**config.mk**
```make
export PLATFORM = sky130hd
export DESIGN_NAME = intr_ctrl
export DESIGN_NICKNAME = d
export VERILOG_FILES = /design/src/rtl/intr_ctrl_pkg.sv /design/src/rtl/intr_ctrl_prio_enc.sv /design/src/rtl/intr_ctrl.sv
export SDC_FILE = /design/constraint.sdc
export NUM_CORES = 1
export LEC_CHECK = 0
export ABC_CLOCK_PERIOD_IN_PS = 5200
export BUFFER_PORTS_ARGS = -buffer_cell sky130_fd_sc_hd__buf_2
export CAP_MARGIN = 20
export CORE_MARGIN = 2
export CORE_UTILIZATION = 49
export DETAILED_ROUTE_END_ITERATION = 12
export GPL_ROUTABILITY_DRIVEN = 0
export PLACE_DENSITY_LB_ADDON = 0.1
export RECOVER_POWER = 100
export SYNTH_ARGS = -nofsm -noshare
export SYNTH_HDL_FRONTEND = slang
export SYNTH_HIERARCHICAL = 1
export SYNTH_SLANG_ARGS = --single-unit
export TNS_END_PERCENT = 10
```
**constraint.sdc**
```tcl
create_clock -name clock_i -period 5.2 [get_ports clock_i]
set_input_delay 1.04 -clock clock_i [delete_from_list [all_inputs] [get_ports clock_i]]
set_output_delay 1.04 -clock clock_i [all_outputs]
set_load 0.05 [all_outputs]
```
**src/rtl/intr_ctrl_pkg.sv**
```systemverilog
// Shared widths, FSM state type and limits for the interrupt controller.
package intr_ctrl_pkg;
  localparam int unsigned DATA_W         = 16;
  localparam int unsigned PC_BR_SEL_W    = 1;
  localparam int unsigned PC_IMR_SEL_W   = 1;
  localparam int unsigned INTR_ST_W      = 2;
  localparam int unsigned INTR_N_IRQ_MAX = 8;
  localparam int unsigned INTR_IDX_W     = $clog2(INTR_N_IRQ_MAX);

  typedef enum logic [INTR_ST_W-1:0] {
    INTR_ST_IDLE    = 2'd0,
    INTR_ST_TAKE    = 2'd1,
    INTR_ST_SERVICE = 2'd2
  } intr_st_e;
endpackage

```
**src/rtl/intr_ctrl_prio_enc.sv**
```systemverilog
// Fixed-priority encoder: lowest set request index wins.
module intr_prio_enc
  import intr_ctrl_pkg::*;
#(
  parameter int unsigned N_IRQ = 4
) (
  input  logic [N_IRQ-1:0]      req_i,
  output logic                  valid_o,
  output logic [INTR_IDX_W-1:0] idx_o
);
  always_comb begin
    valid_o = 1'b0;
    idx_o   = '0;
    for (int unsigned i = 0; i < N_IRQ; i++) begin
      if (req_i[i] && !valid_o) begin
        valid_o = 1'b1;
        idx_o   = INTR_IDX_W'(i);
      end
    end
  end
endmodule

```
**src/rtl/intr_ctrl.sv**
```systemverilog
// Interrupt controller steering the PC branch controls to vectors and back.
// Optional per-line mask register enabled by defining INTR_MASK_EN.
module intr_ctrl
  import intr_ctrl_pkg::*;
#(
  parameter int unsigned       N_IRQ     = 4,
  parameter logic [DATA_W-1:0] VEC_BASE  = 16'h0010,
  parameter int unsigned       VEC_SHIFT = 1
) (
  input  logic                    clock_i,
  input  logic                    rst_i,
  input  logic [N_IRQ-1:0]        irq_i,
  input  logic [DATA_W-1:0]       pc_i,
  input  logic                    insn_done_i,
  input  logic                    reti_i,
  input  logic                    ie_set_i,
  input  logic                    ie_clr_i,
  input  logic [PC_BR_SEL_W-1:0]  core_br_sel_i,
  input  logic [PC_IMR_SEL_W-1:0] core_imr_sel_i,
  input  logic [DATA_W-1:0]       core_rs_i,
`ifdef INTR_MASK_EN
  input  logic                    mask_we_i,
  input  logic [N_IRQ-1:0]        mask_wdata_i,
`endif
  output logic [PC_BR_SEL_W-1:0]  br_sel_o,
  output logic [PC_IMR_SEL_W-1:0] imr_sel_o,
  output logic [DATA_W-1:0]       rs_o,
  output logic                    flush_o,
  output logic [N_IRQ-1:0]        irq_ack_o,
  output logic                    in_service_o,
  output logic [DATA_W-1:0]       epc_o
);
  intr_st_e              state_q, state_d;
  logic [N_IRQ-1:0]      irq_q, pend_q, pend_d, rise, take_oh, req, mask;
  logic [INTR_IDX_W-1:0] idx_q, idx_d, enc_idx;
  logic                  enc_valid, ie_q, ie_d, ret;
  logic [DATA_W-1:0]     epc_q, vec;

`ifdef INTR_MASK_EN
  logic [N_IRQ-1:0] mask_q;
  always_ff @(posedge clock_i or posedge rst_i) begin
    if (rst_i)          mask_q <= '1;
    else if (mask_we_i) mask_q <= mask_wdata_i;
  end
  assign mask = mask_q;
`else
  assign mask = '1;
`endif

  assign rise    = irq_i & ~irq_q;
  assign req     = pend_q & mask;
  assign take_oh = (state_q == INTR_ST_TAKE) ? (N_IRQ'(1) << idx_q) : '0;
  assign vec     = VEC_BASE + (DATA_W'(idx_q) << VEC_SHIFT);

  intr_prio_enc #(.N_IRQ(N_IRQ)) u_prio (
    .req_i   (req),
    .valid_o (enc_valid),
    .idx_o   (enc_idx)
  );

  // New edges are ORed in after the TAKE clear so a same-cycle edge survives.
  assign pend_d = (pend_q & ~take_oh) | rise;

  always_comb begin
    ie_d = ie_q;
    if (ie_set_i)                ie_d = 1'b1;
    if (ie_clr_i)                ie_d = 1'b0;
    if (state_q == INTR_ST_TAKE) ie_d = 1'b0;
    if (ret)                     ie_d = 1'b1;
  end

  always_comb begin
    state_d      = state_q;
    idx_d        = idx_q;
    ret          = 1'b0;
    br_sel_o     = core_br_sel_i;
    imr_sel_o    = core_imr_sel_i;
    rs_o         = core_rs_i;
    flush_o      = 1'b0;
    irq_ack_o    = take_oh;
    in_service_o = (state_q != INTR_ST_IDLE);
    case (state_q)
      INTR_ST_IDLE: begin
        if (insn_done_i && ie_q && enc_valid) begin
          state_d = INTR_ST_TAKE;
          idx_d   = enc_idx;
        end
      end
      INTR_ST_TAKE: begin
        br_sel_o  = PC_BR_SEL_W'(1);
        imr_sel_o = PC_IMR_SEL_W'(1);
        rs_o      = vec;
        flush_o   = 1'b1;
        state_d   = INTR_ST_SERVICE;
      end
      INTR_ST_SERVICE: begin
        if (insn_done_i && reti_i) begin
          ret       = 1'b1;
          br_sel_o  = PC_BR_SEL_W'(1);
          imr_sel_o = PC_IMR_SEL_W'(1);
          rs_o      = epc_q;
          state_d   = INTR_ST_IDLE;
        end
      end
      default: state_d = INTR_ST_IDLE;
    endcase
  end

  always_ff @(posedge clock_i or posedge rst_i) begin
    if (rst_i) begin
      state_q <= INTR_ST_IDLE;
      irq_q   <= '0;
      pend_q  <= '0;
      idx_q   <= '0;
      ie_q    <= 1'b0;
      epc_q   <= '0;
    end else begin
      state_q <= state_d;
      irq_q   <= irq_i;
      pend_q  <= pend_d;
      idx_q   <= idx_d;
      ie_q    <= ie_d;
      if (state_q == INTR_ST_TAKE) epc_q <= pc_i;
    end
  end

  assign epc_o = epc_q;
endmodule

```
* Yosys cells after proc, flatten, opt, wreduce, memory -nomap -nowiden *
Cells that the tools add are included.

operators by class
  multiplexer cells = 24
  bitwise gates (word level) = 5
  reduce and logical (&&, ||, !) cells = 14
  add/subtract/negate cells = 1
  shifts and indexed selects = 1
  eq/ne operators = 4

operators by type and width
  kind                                                                    number
  16-bit case mux with 2 select lines                                     1
  16-bit 2-to-1 mux                                                       1
  1-bit 2-to-1 mux                                                        14
  4-bit AND                                                               2
  2-bit 2-to-1 mux                                                        4
  4-bit inverter                                                          2
  5-bit by 4-bit adder with 6-bit output (first input constant)           1
  1-bit logical AND                                                       6
  2-bit case mux with 3 select lines                                      1
  4-bit 2-to-1 mux                                                        1
  2-bit inequality test (second input constant)                           2
  4-bit OR                                                                1
  1-bit case mux with 2 select lines                                      2
  2-bit AND reduction                                                     2
  4-bit nonzero test                                                      1
  1-bit by 3-bit left shift with 4-bit output (first input constant)      1
  1-bit zero test                                                         3
  2-bit by 1-bit equality test with 1-bit output (second input constant)  1
  2-bit equality test (second input constant)                             1
  2-bit zero test                                                         1
  2-bit nonzero test                                                      1

storage, ports and cells
  output and inout port bits = 40
  word-level logic and storage cells = 55
  register bits after elaboration = 30
  input port bits = 44

* Longest topological paths before layout *
  depth after elaboration = 13
  gate-level depth with buffers = 7
  mapped depth without buffers = 5

* Modules after synthesis *
Netlist, hierarchy kept.

modules (own cells, without submodules)
  module         sequential area each (sq um)  cells each  area an instance (sq um)  times used
  intr_ctrl      750.7                         160         1,650.3                   1
  intr_prio_enc  0.0                           9           46.3                      1

* Least setup slack after synthesis *
Ideal clock, no wire load.

  kind = input to output
  from = input insn_done_i
  to = output rs_o[4]
  path slack = 1.855 ns
  stages on the path = 4
  arrival = 2.305 ns
  cells stage by stage = and3_1 -> buf_6 -> a21oi_1 -> a2bb2oi_1

on the way
  cells in the longest elaborated chain, start to end = 3

RTL lines
  element                              RTL line         text
  start: declaration                   intr_ctrl.sv:14  input logic insn_done_i,
  1-bit logical AND                    intr_ctrl.sv:97  if (insn_done_i && reti_i) begin
  16-bit 2-to-1 mux                    intr_ctrl.sv:97
  16-bit case mux with 2 select lines  intr_ctrl.sv:82  case (state_q)
  end: declaration                     intr_ctrl.sv:27  output logic [DATA_W-1:0] rs_o,

Every way passes these cells.

* Worst setup path in the final report *
  from = register state_q[0]
  to = output rs_o[1]

on the way
  cells in the longest elaborated chain, start to end = 2
  elaborated cells on any way between the ends = 3

RTL lines
  element                                                                                RTL line          text
  start: declaration                                                                     intr_ctrl.sv:33   intr_st_e state_q, state_d;
  start signal: assignment                                                               intr_ctrl.sv:118  state_q <= state_d;
  2-bit equality test or 2-bit by 1-bit equality test with 1-bit output (tied branches)  intr_ctrl.sv:82
  16-bit case mux with 2 select lines *                                                  intr_ctrl.sv:82

Mark *: on every way between the ends. The rest lies on a longest branch, timed or not.

==> impl_metrics.json <==
{
  "io-pin-count": 84,
  "die-height_microns": 62.8,
  "maxCapViolations": 1,
  "drt_drc_violations_left": 0,
  "worstMarginPinSlew_ns": 1.55,
  "grt.total_usage_pct": 20.3,
  "critical_path.max_stage_delay_ns": 0.62,
  "via_per_inst": 4.87,
  "antenna_left": 0,
  "post_synth_inst_count": 169,
  "rr_worst_depth": 5,
  "core_sq_um": 3340,
  "synth_largest_area_cell": "sky130_fd_sc_hd__dfrtp_1",
  "finalCritPeriodShare_pct": 73.3,
  "area_growth_syn_to_layout_pct": 23.8,
  "min_from": "irq_q[1]",
  "crit_path_required_time_ns": 4.16,
  "worst_path_dominant_cell_family": "simple AND/OR/NAND/NOR gates",
  "postSynthRegisterBits": 30,
  "drt-pass1-iter-count": 4,
  "finish.net_count": 301,
  "critPathMaxFanout": 16,
  "initial_core_util_pct": 50.8,
  "postCtsHoldBufs": 0,
  "core.rowCount": 21,
  "ff2ff_setup_slack_ns": 3.38,
  "post_synth_instance_area_sq_um": 1700,
  "timing.fmax_ghz": 0.262,
  "cp_cell_sequence": "inv_1, ha_1, and3_1, a22o_1, a21o_1, clkbuf_1",
  "cts.htree.levels": 2,
  "worst_setup_path_end_kind": "primary output",
  "cts_resized": 0,
  "worst-path-buf-inv": 2,
  "grt_setup_unrepaired": "no",
  "critPathLaunchType": "flip-flop",
  "criticalPathCategory": "flip-flop to primary output",
  "post_route_cells_drive_above_1_share_pct": 32.1,
  "number_of_distinct_library_cell_variants_in_the_gate_level_netlist_after_synthesis": 34,
  "grt_overflow_total": 0,
  "reg_to_reg_start": "state_q[1]",
  "routing_usage_on_met1_pct": 22.8,
  "worst_skew_pair.late_latency_ns": 0.33,
  "worst_hold_path_type": "flip-flop to flip-flop",
  "first_global_vias": 1379,
  "timing.critical_path.arrival_ns": 2.77,
  "synth_nets": 219,
  "post-route-min-period_ns": 3.81,
  "run_status": "finished with violations",
  "grt_start_max_net_pins": 31,
  "use_met3_pct": 7.39,
  "finalSetupViolations": 0,
  "synth_top_cells_by_area": "sky130_fd_sc_hd__dfrtp_1 (44%), sky130_fd_sc_hd__mux2_2 (13%), sky130_fd_sc_hd__nand2_1 (6.2%)",
  "grt-busiest-layer": "met2",
  "hold_viol": 0,
  "postRouteWirelength_mm": 3.69,
  "numClockSinks": 30,
  "timing.rr.end": "ie_q",
  "mean_cell_area_of_the_mapped_netlist_sq_um": 10.0,
  "tritoncts.num_buffers": 5,
  "grtUsageMet2_pct": 35.3,
  "detailedRoute.firstIterationViolations": 60,
  "diodes": 0,
  "place.port_buffers": 83,
  "fp.dieArea_sq_um": 3950,
  "cp_max_stage_cell": "sky130_fd_sc_hd__and3_1",
  "failed_checks": "capacitance limit, slew limit",
  "ctsLongestPathBuffers": 2,
  "root_buffer": "sky130_fd_sc_hd__clkbuf_4",
  "min_to": "pend_q[1]",
  "detailroute.via_count": 1450,
  "cell_depth_of_the_worst_min_delay_path": 1,
  "number_of_antenna_violations_at_the_first_check_in_global_routing": 0,
  "fin_skew_ns": 0.00716,
  "clock_tree_from_tritoncts": "built",
  "synth_largest_type_area_fraction_pct": 44.2,
  "worst_slew_margin_rel_pct": -3.14,
  "timing.hold.ws_ns": 0.421,
  "clk_pin_slew_ns": 0.09,
  "finalMaxSlewViolations": 31,
  "post-cts-setup-buffers": 0,
  "route.detailed.wl_per_inst_microns": 12.4,
  "dp.final_hpwl_mm": 2.81,
  "die_w_microns": 62.8,
  "global_route_wire_length_before_repair_mm": 6.29,
  "setup_tns_ns": 0,
  "synth-seq-area-share_pct": 44.2,
  "ys_warn_count": 6
}
==> cells in the mapped netlist <==
cell type                   number
sky130_fd_sc_hd__a21o_1          3
sky130_fd_sc_hd__a21oi_1         7
sky130_fd_sc_hd__a21oi_2        11
sky130_fd_sc_hd__a22o_1          3
sky130_fd_sc_hd__a22oi_2         1
sky130_fd_sc_hd__a2bb2oi_1       1
sky130_fd_sc_hd__and2_1          2
sky130_fd_sc_hd__and2_2          1
sky130_fd_sc_hd__and2b_1         1
sky130_fd_sc_hd__and3_1          1
sky130_fd_sc_hd__buf_12          1
sky130_fd_sc_hd__buf_2           4
sky130_fd_sc_hd__buf_4           3
sky130_fd_sc_hd__buf_6           1
sky130_fd_sc_hd__conb_1          1
sky130_fd_sc_hd__dfrtp_1        30
sky130_fd_sc_hd__ha_1            6
sky130_fd_sc_hd__inv_1          14
sky130_fd_sc_hd__mux2_2         20
sky130_fd_sc_hd__nand2_1        28
sky130_fd_sc_hd__nand2_2         2
sky130_fd_sc_hd__nand2b_1        2
sky130_fd_sc_hd__nand3_1         2
sky130_fd_sc_hd__nand3b_1        1
sky130_fd_sc_hd__nand4_1         1
sky130_fd_sc_hd__nor2_1          7
sky130_fd_sc_hd__nor3_1          1
sky130_fd_sc_hd__nor3b_1         1
sky130_fd_sc_hd__o21a_1          2
sky130_fd_sc_hd__o21ai_0         4
sky130_fd_sc_hd__o22a_1          2
sky130_fd_sc_hd__o22ai_1         3
sky130_fd_sc_hd__o2bb2ai_1       1
sky130_fd_sc_hd__o31ai_1         1
==> per-layer routing <==
layer | wire (microns) | vias to the layer above
met3 | 255 | 7
met4 | 59 | 0
met1 | 1600 | 665
met5 | 0 | -
met2 | 1770 | 50
li1 | - | 728
==> worst max path at each step <==
stage | startpoint | endpoint | cells past startpoint
after global placement | insn_done_i | rs_o[1] | 5
final | state_q[0] | rs_o[1] | 6
after floorplan | insn_done_i | rs_o[4] | 4
after detailed placement | insn_done_i | rs_o[1] | 5
after CTS | state_q[0] | rs_o[1] | 6
after global routing | state_q[0] | rs_o[15] | 6
==> layout by cell type (no fill, tap or decap), drive strengths merged, types with 3 or more instances in the layout <==
master,count
dfrtp,30
ha,6
buf,40
o22ai,3
nor2,7
nand2,30
a21o,3
a21oi,18
clkbuf,51
a22o,3
inv,14
and2,3
mux2,20
o21ai,4
==> worst register-to-register path: cells and delay by family (launching register included) <==
family | cells | cell delay (ns)
adder cells (fa/ha/maj) | 1 | 0.76
flip-flops | 1 | 0.41
AO/OA/AOI/OAI | 3 | 0.41
buffers and inverters | 1 | 0.13
==> sequential cells by signal, summed over array words and instances, names as in the netlist <==
| signal | flops |
|---|---|
| pend_q | 4 |
| irq_q | 4 |
| state_q | 2 |
| idx_q | 3 |
| epc_o | 16 |
| ie_q | 1 |
==> per-stage QoR <==
step	utilization (%)	area (sq um)	setup WS [ns]	std cells
after floorplan	-	1700	1.85	169
after global placement	63.0	2100	1.87	290
after detailed placement	63.0	2100	1.86	290
after CTS	64.8	2160	1.58	298
after global routing	63.0	2100	1.16	298
final	63.0	2100	1.39	298
==> layout make-up <==
| class | instances | area, sq um |
|---|---|---|
| clock buffer | 7 | 55.1 |
| tap | 46 | 57.6 |
| sequential | 30 | 751 |
| clock inverter | 1 | 5.00 |
| fill | 331 | 1240 |
| inverter | 14 | 52.6 |
| timing repair buffer | 84 | 365 |
| multi-input combinational | 116 | 815 |
==> cells by family after synthesis <==
| group | count (synthesis) | synth area share, % |
|---|---|---|
| adders and majority gates | 6 | 4.42 |
| buffers and inverters | 23 | 7.45 |
| AOI/OAI and AO/OA | 39 | 17.0 |
| other | 1 | 0.221 |
| muxes | 20 | 13.3 |
| DFF | 30 | 44.2 |
| and+or+nand+nor | 50 | 13.3 |
Power is left out: the tool's default activity adds up to more than one toggle a clock period on the data nets, which glitch-free logic cannot reach.
